==> src/rtl/nx_token_scheduler_pkg.sv <==
// -----------------------------------------------------------------------------
// NXConstants
// Purpose : shared constants and types for the column token scheduler.
// Contents: TOKEN_TIMEOUT_DEFAULT - default watchdog limit in HOLD cycles
//           token_sched_state_t   - scheduler FSM state encoding
// -----------------------------------------------------------------------------
package NXConstants;

  localparam int TOKEN_TIMEOUT_DEFAULT = 1024;

  typedef enum logic [1:0] {
    IDLE  = 2'd0,
    GRANT = 2'd1,
    HOLD  = 2'd2,
    DONE  = 2'd3
  } token_sched_state_t;

endpackage

==> src/rtl/nx_find_next_set.sv <==
// -----------------------------------------------------------------------------
// nx_find_next_set
// Purpose : combinational search for the lowest set mask bit whose position is
//           at or above a start index.
// Ports   : mask_i  - candidate mask
//           start_i - start index, one bit wider than a node index; the top bit
//                     set means the search space is exhausted
//           idx_o   - index of the bit found (0 when none)
//           found_o - a bit was found
// -----------------------------------------------------------------------------
module nx_find_next_set
  import NXConstants::*;
#(
  parameter int REQUESTERS = 8
) (
  input  logic [REQUESTERS-1:0]         mask_i,
  input  logic [$clog2(REQUESTERS):0]   start_i,
  output logic [$clog2(REQUESTERS)-1:0] idx_o,
  output logic                          found_o
);

  localparam int SW = $clog2(REQUESTERS);
  localparam int IW = SW + 1;

  // Scan from the top down so the last hit written is the lowest index.
  always_comb begin
    idx_o   = '0;
    found_o = 1'b0;
    for (int i = REQUESTERS - 1; i >= 0; i--) begin
      if (mask_i[i] && (IW'(i) >= start_i)) begin
        idx_o   = SW'(i);
        found_o = 1'b1;
      end
    end
  end

endmodule

==> src/rtl/nx_token_scheduler.sv <==
// -----------------------------------------------------------------------------
// nx_token_scheduler
// Purpose : passes the shared outbound channel token to every present node of a
//           mesh column in ascending index order, one holder at a time.
// Macro   : NX_TOKEN_TIMEOUT_EN - adds a watchdog that revokes a holder after
//           TIMEOUT HOLD cycles and flags it on timeout_o.
// Ports   : clk_i      - clock
//           rst_i      - synchronous active-high reset
//           trigger_i  - start a round (ignored and flagged while busy)
//           present_i  - node present mask, sampled with the trigger
//           release_i  - per-node release pulses
//           grant_o    - registered one-hot/zero token grant
//           busy_o     - round in progress
//           done_o     - one-cycle end-of-round pulse
//           overrun_o  - sticky: trigger seen while busy
//           timeout_o  - sticky: holder revoked by the watchdog
// -----------------------------------------------------------------------------
module nx_token_scheduler
  import NXConstants::*;
#(
  parameter int REQUESTERS = 8,
  parameter int TIMEOUT    = TOKEN_TIMEOUT_DEFAULT
) (
  input  logic                  clk_i,
  input  logic                  rst_i,
  input  logic                  trigger_i,
  input  logic [REQUESTERS-1:0] present_i,
  input  logic [REQUESTERS-1:0] release_i,
  output logic [REQUESTERS-1:0] grant_o,
  output logic                  busy_o,
  output logic                  done_o,
  output logic                  overrun_o,
  output logic                  timeout_o
);

  localparam int SW = $clog2(REQUESTERS);
  localparam int IW = SW + 1;

  token_sched_state_t    state_q, state_d;
  logic [REQUESTERS-1:0] mask_q, mask_d;
  logic [REQUESTERS-1:0] grant_q, grant_d;
  logic [IW-1:0]         idx_q, idx_d;
  logic                  busy_q, busy_d;
  logic                  done_q, done_d;
  logic                  overrun_q, overrun_d;
  logic [SW-1:0]         next_idx;
  logic                  next_found;
  logic                  hold_rel;
  logic                  revoke;

  nx_find_next_set #(
    .REQUESTERS(REQUESTERS)
  ) u_find (
    .mask_i  (mask_q),
    .start_i (idx_q),
    .idx_o   (next_idx),
    .found_o (next_found)
  );

  // In HOLD idx_q holds the current holder, so only its release bit matters.
  assign hold_rel = release_i[idx_q[SW-1:0]];

`ifdef NX_TOKEN_TIMEOUT_EN
  localparam int CW = $clog2(TIMEOUT + 1);

  logic [CW-1:0] cnt_q, cnt_d;
  logic          timeout_q, timeout_d;
  logic          cnt_hit;

  // Fires on the HOLD cycle where the count would reach TIMEOUT, so the grant
  // is visible for exactly TIMEOUT cycles.
  assign cnt_hit = (state_q == HOLD) && ((cnt_q + CW'(1)) == CW'(TIMEOUT));

  always_comb begin
    cnt_d     = cnt_q;
    timeout_d = timeout_q;
    if (state_q == GRANT) begin
      cnt_d = '0;
    end else if (state_q == HOLD) begin
      cnt_d = cnt_q + CW'(1);
    end
    // A release coinciding with the limit wins.
    if (cnt_hit && !hold_rel) begin
      timeout_d = 1'b1;
    end
  end

  always_ff @(posedge clk_i) begin
    if (rst_i) begin
      cnt_q     <= '0;
      timeout_q <= 1'b0;
    end else begin
      cnt_q     <= cnt_d;
      timeout_q <= timeout_d;
    end
  end

  assign revoke    = cnt_hit;
  assign timeout_o = timeout_q;
`else
  logic unused_timeout;
  assign unused_timeout = (TIMEOUT == 0);
  assign revoke         = 1'b0;
  assign timeout_o      = 1'b0;
`endif

  always_comb begin
    state_d   = state_q;
    mask_d    = mask_q;
    idx_d     = idx_q;
    grant_d   = grant_q;
    done_d    = 1'b0;
    overrun_d = overrun_q;

    if (trigger_i && (state_q != IDLE)) begin
      overrun_d = 1'b1;
    end

    case (state_q)
      IDLE: begin
        if (trigger_i) begin
          mask_d  = present_i;
          state_d = GRANT;
        end
      end
      GRANT: begin
        if (next_found) begin
          grant_d           = '0;
          grant_d[next_idx] = 1'b1;
          idx_d             = {1'b0, next_idx};
          state_d           = HOLD;
        end else begin
          done_d  = 1'b1;
          state_d = DONE;
        end
      end
      HOLD: begin
        if (hold_rel || revoke) begin
          grant_d               = '0;
          mask_d[idx_q[SW-1:0]] = 1'b0;
          // May carry into the overflow bit, which ends the search.
          idx_d                 = idx_q + IW'(1);
          state_d               = GRANT;
        end
      end
      DONE: begin
        idx_d   = '0;
        state_d = IDLE;
      end
      default: state_d = IDLE;
    endcase

    busy_d = (state_d != IDLE);
  end

  always_ff @(posedge clk_i) begin
    if (rst_i) begin
      state_q   <= IDLE;
      mask_q    <= '0;
      idx_q     <= '0;
      grant_q   <= '0;
      busy_q    <= 1'b0;
      done_q    <= 1'b0;
      overrun_q <= 1'b0;
    end else begin
      state_q   <= state_d;
      mask_q    <= mask_d;
      idx_q     <= idx_d;
      grant_q   <= grant_d;
      busy_q    <= busy_d;
      done_q    <= done_d;
      overrun_q <= overrun_d;
    end
  end

  assign grant_o   = grant_q;
  assign busy_o    = busy_q;
  assign done_o    = done_q;
  assign overrun_o = overrun_q;

endmodule

==> config.mk <==
export PLATFORM = sky130hd
export DESIGN_NAME = nx_token_scheduler
export DESIGN_NICKNAME = d
export VERILOG_FILES = /design/src/rtl/nx_token_scheduler_pkg.sv /design/src/rtl/nx_find_next_set.sv /design/src/rtl/nx_token_scheduler.sv
export SDC_FILE = /design/constraint.sdc
export NUM_CORES = 1
export LEC_CHECK = 0
export ABC_CLOCK_PERIOD_IN_PS = 2100
export CORE_AREA = 10 10 67 69
export CTS_BUF_LIST = sky130_fd_sc_hd__clkbuf_4 sky130_fd_sc_hd__clkbuf_8
export DETAILED_ROUTE_END_ITERATION = 7
export DIE_AREA = 0 0 77 79
export PLACE_DENSITY_LB_ADDON = 0.1
export SLEW_MARGIN = 20
export SYNTH_ARGS = -nofsm -noshare
export SYNTH_HDL_FRONTEND = slang
export SYNTH_SLANG_ARGS = --single-unit
==> constraint.sdc <==
create_clock -name clk_i -period 2.1 [get_ports clk_i]
set_input_delay 0.315 -clock clk_i [delete_from_list [all_inputs] [get_ports clk_i]]
set_output_delay 0.315 -clock clk_i [all_outputs]
set_load 0.005 [all_outputs]
==> out/metrics.csv <==
metric,value,unit
status,finished clean,
critPathKind,reg -> reg,
vdd_drop_max,0.377,mV
grt_pass1_wl,7220,µm
wl_per_cell,15.9,µm
yosysTopAreaCell,dfxtp_1,
design_area,2030,µm²
grt_max_degree,17,
cts_hold_buf,0,
slowest_stage,dfxtp_2,
antenna_cells,0,
fillers,298,
crit_fanout,7,
syn_nets,193,
synth_ff_type,dfxtp_1,
placed_area,1930,µm²
rsz0062_at_grt,no,
grt_usage,0.140,
boundaryPins,31,
via_per_inst,5.59,
synth_edf_count,0,
die_h,79,µm
die_w,77,µm
yosys_warnings,0,
drt_iter0_markers,80,
synth.most_common_cell,dfxtp_1,
synthTopCellsByCount,"dfxtp_1, nor2_1, a21oi_1",
skew,2.75,ps
cts_tree,yes,
core,3230,µm²
critPathMaxStageDelay,360,ps
num_vias,1459,
clkTransAtPathRegs,130,ps
max_freq,514,MHz
area_growth,34.7,%
cts_root_buf,clkbuf_4,
gp_congestion,0.907,
synthTopCellsByArea,"dfxtp_1, nor2_1, a22oi_1, a21oi_1, a211oi_1",
num-nets-final,238,
insertion_delay,310,ps
dieArea,6080,µm²
drc,0,
start_util,0.466,
power.leakage,0.000719,µW
powerDensity,822,nW/µm²
cp_data_arrival_time,2180,ps
avgSynthCellArea,8.80,µm²
yosysTopAreaCellShare,0.333,
htree_num_levels,1,
row_count,21,
crit_top_cell,a211oi_1,
place_hpwl,3330,µm
numPortBuffers,29,
fin_crit,1950,ps
max_cap_violations,0,
synthArstFlopShare,0,
first_global_vias,1552,
cts_buffers,3,
synth_seq_cells,25,
hold_viol_final,0,
drive_gt1_frac,0.256,
critPathCaptureType,flip-flop,
drt_wl_total,4160,µm
netlist_area,1510,µm²
clock-sinks,25,
worstPathCellList,"inv_2, ha_2, nand2b_4, a32oi_2, nand2_2, o221ai_4, a211oi_1, a211oi_1",
drtAntennaViolNets,0,
start_kind,flip-flop,
antenna_found_initial,0,
clock_path_buffers,2,
final-max-slew-violation-count,0,
hold_path_class,reg -> reg,
synth_cells,171,
grt_overflow,0,
required,2330,ps
tns,0,ps
dr.pass1.iters,4,
period_share,0.927,
yosysSeqAreaShare,0.333,
synth_cell_types,49,
setup_viol,0,
## per-layer routing
metal  vias to the layer above  wire, µm  GRT usage
met5                         -         0          0
met1                       682      1810      0.163
met3                         8       233     0.0394
met2                        34      2030      0.240
met4                         0        78     0.0529
li1                        735         -          -
## worst paths after layout
path,endpoint,slack (ps),startpoint,depth (start not counted)
setup reg to reg,idx_q[1],150,idx_q[0],8
hold / removal,overrun_o,490,overrun_o,2
setup / recovery,idx_q[1],150,idx_q[0],8
hold reg to reg,overrun_o,490,overrun_o,2
## cell families after synthesis
group           share of synthesized area
compound gates                      0.370
fa+ha+maj                          0.0249
buf+inv                            0.0623
flops                               0.333
mux                                0.0166
other cells                       0.00249
simple gates                        0.191
## power breakdown
group / internal (µW) / total, µW / leakage (µW) / switching (µW)
Sequential: 535 / 599 / 0.000205 / 64.1
Combinational: 404 / 845 / 0.000496 / 441
Clock: 87.2 / 224 / 0.0000184 / 136
## per-stage QoR
step | power, µW | worst slack (ps) | util | cells | hold WS, ps
3_3_place_gp | 1370 | 38.5 | 0.597 | 254 | 454
4_1_cts | 1630 | 1.10 | 0.613 | 260 | 498
2_1_floorplan | 1110 | 30.7 | - | 171 | 454
5_1_grt | 1800 | 7.81 | 0.628 | 261 | 518
6_report | 1670 | 153 | 0.628 | 261 | 490
3_5_place_dp | 1390 | 8.08 | 0.597 | 254 | 467
## area by class of cell
| class | instances | area, µm² | area share |
|---|---|---|---|
| inverter | 7 | 26.3 | 0.0130 |
| timing repair buffer | 51 | 459 | 0.226 |
| clock buffer | 4 | 30.0 | 0.0148 |
| tap | 46 | 57.6 | 0.0284 |
| multi-input combinational | 128 | 948 | 0.468 |
| sequential | 25 | 507 | 0.250 |
## registers in the layout, summed over array words and instances, names as in the netlist
signal and count:
overrun_o 1, grant_o 8, idx_q 4, done_o 1, state_q 2, mask_q 8, busy_o 1
## critical path: cells and delay by family (launching register included)
family	cells	cell delay, ps
fa+ha+maj	1	210
simple gates	2	290
flops	1	360
buf+inv	1	80
compound gates	4	930
## placed cells by master (no fill, tap or decap), types with 3 or more instances in the layout
master           netlist  final
o31ai_1                5      5
inv_1                  4      4
nand2b_1               5      3
nor2b_1                3      3
o21ai_1                3      3
dfxtp_1               25     22
nor2_1                19     19
o21ai_0                3      3
a311oi_2               4      4
a21oi_1               12     12
a22oi_1                9      9
a32oi_1                5      5
nand2_1                7      7
nand3_1                6      5
clkdlybuf4s50_1        0     29
nor3_1                 3      3
clkbuf_4               0      4
a211oi_1               8      8
buf_4                  2     21
inv_2                  3      3
## what timing repair did
item                       in CTS  in global routing
buffers inserted                2                  1
setup endpoints to repair       2                 13
gates resized for setup         2                 11
pin swaps                       1                  3
(Power assumes the default switching activity.)
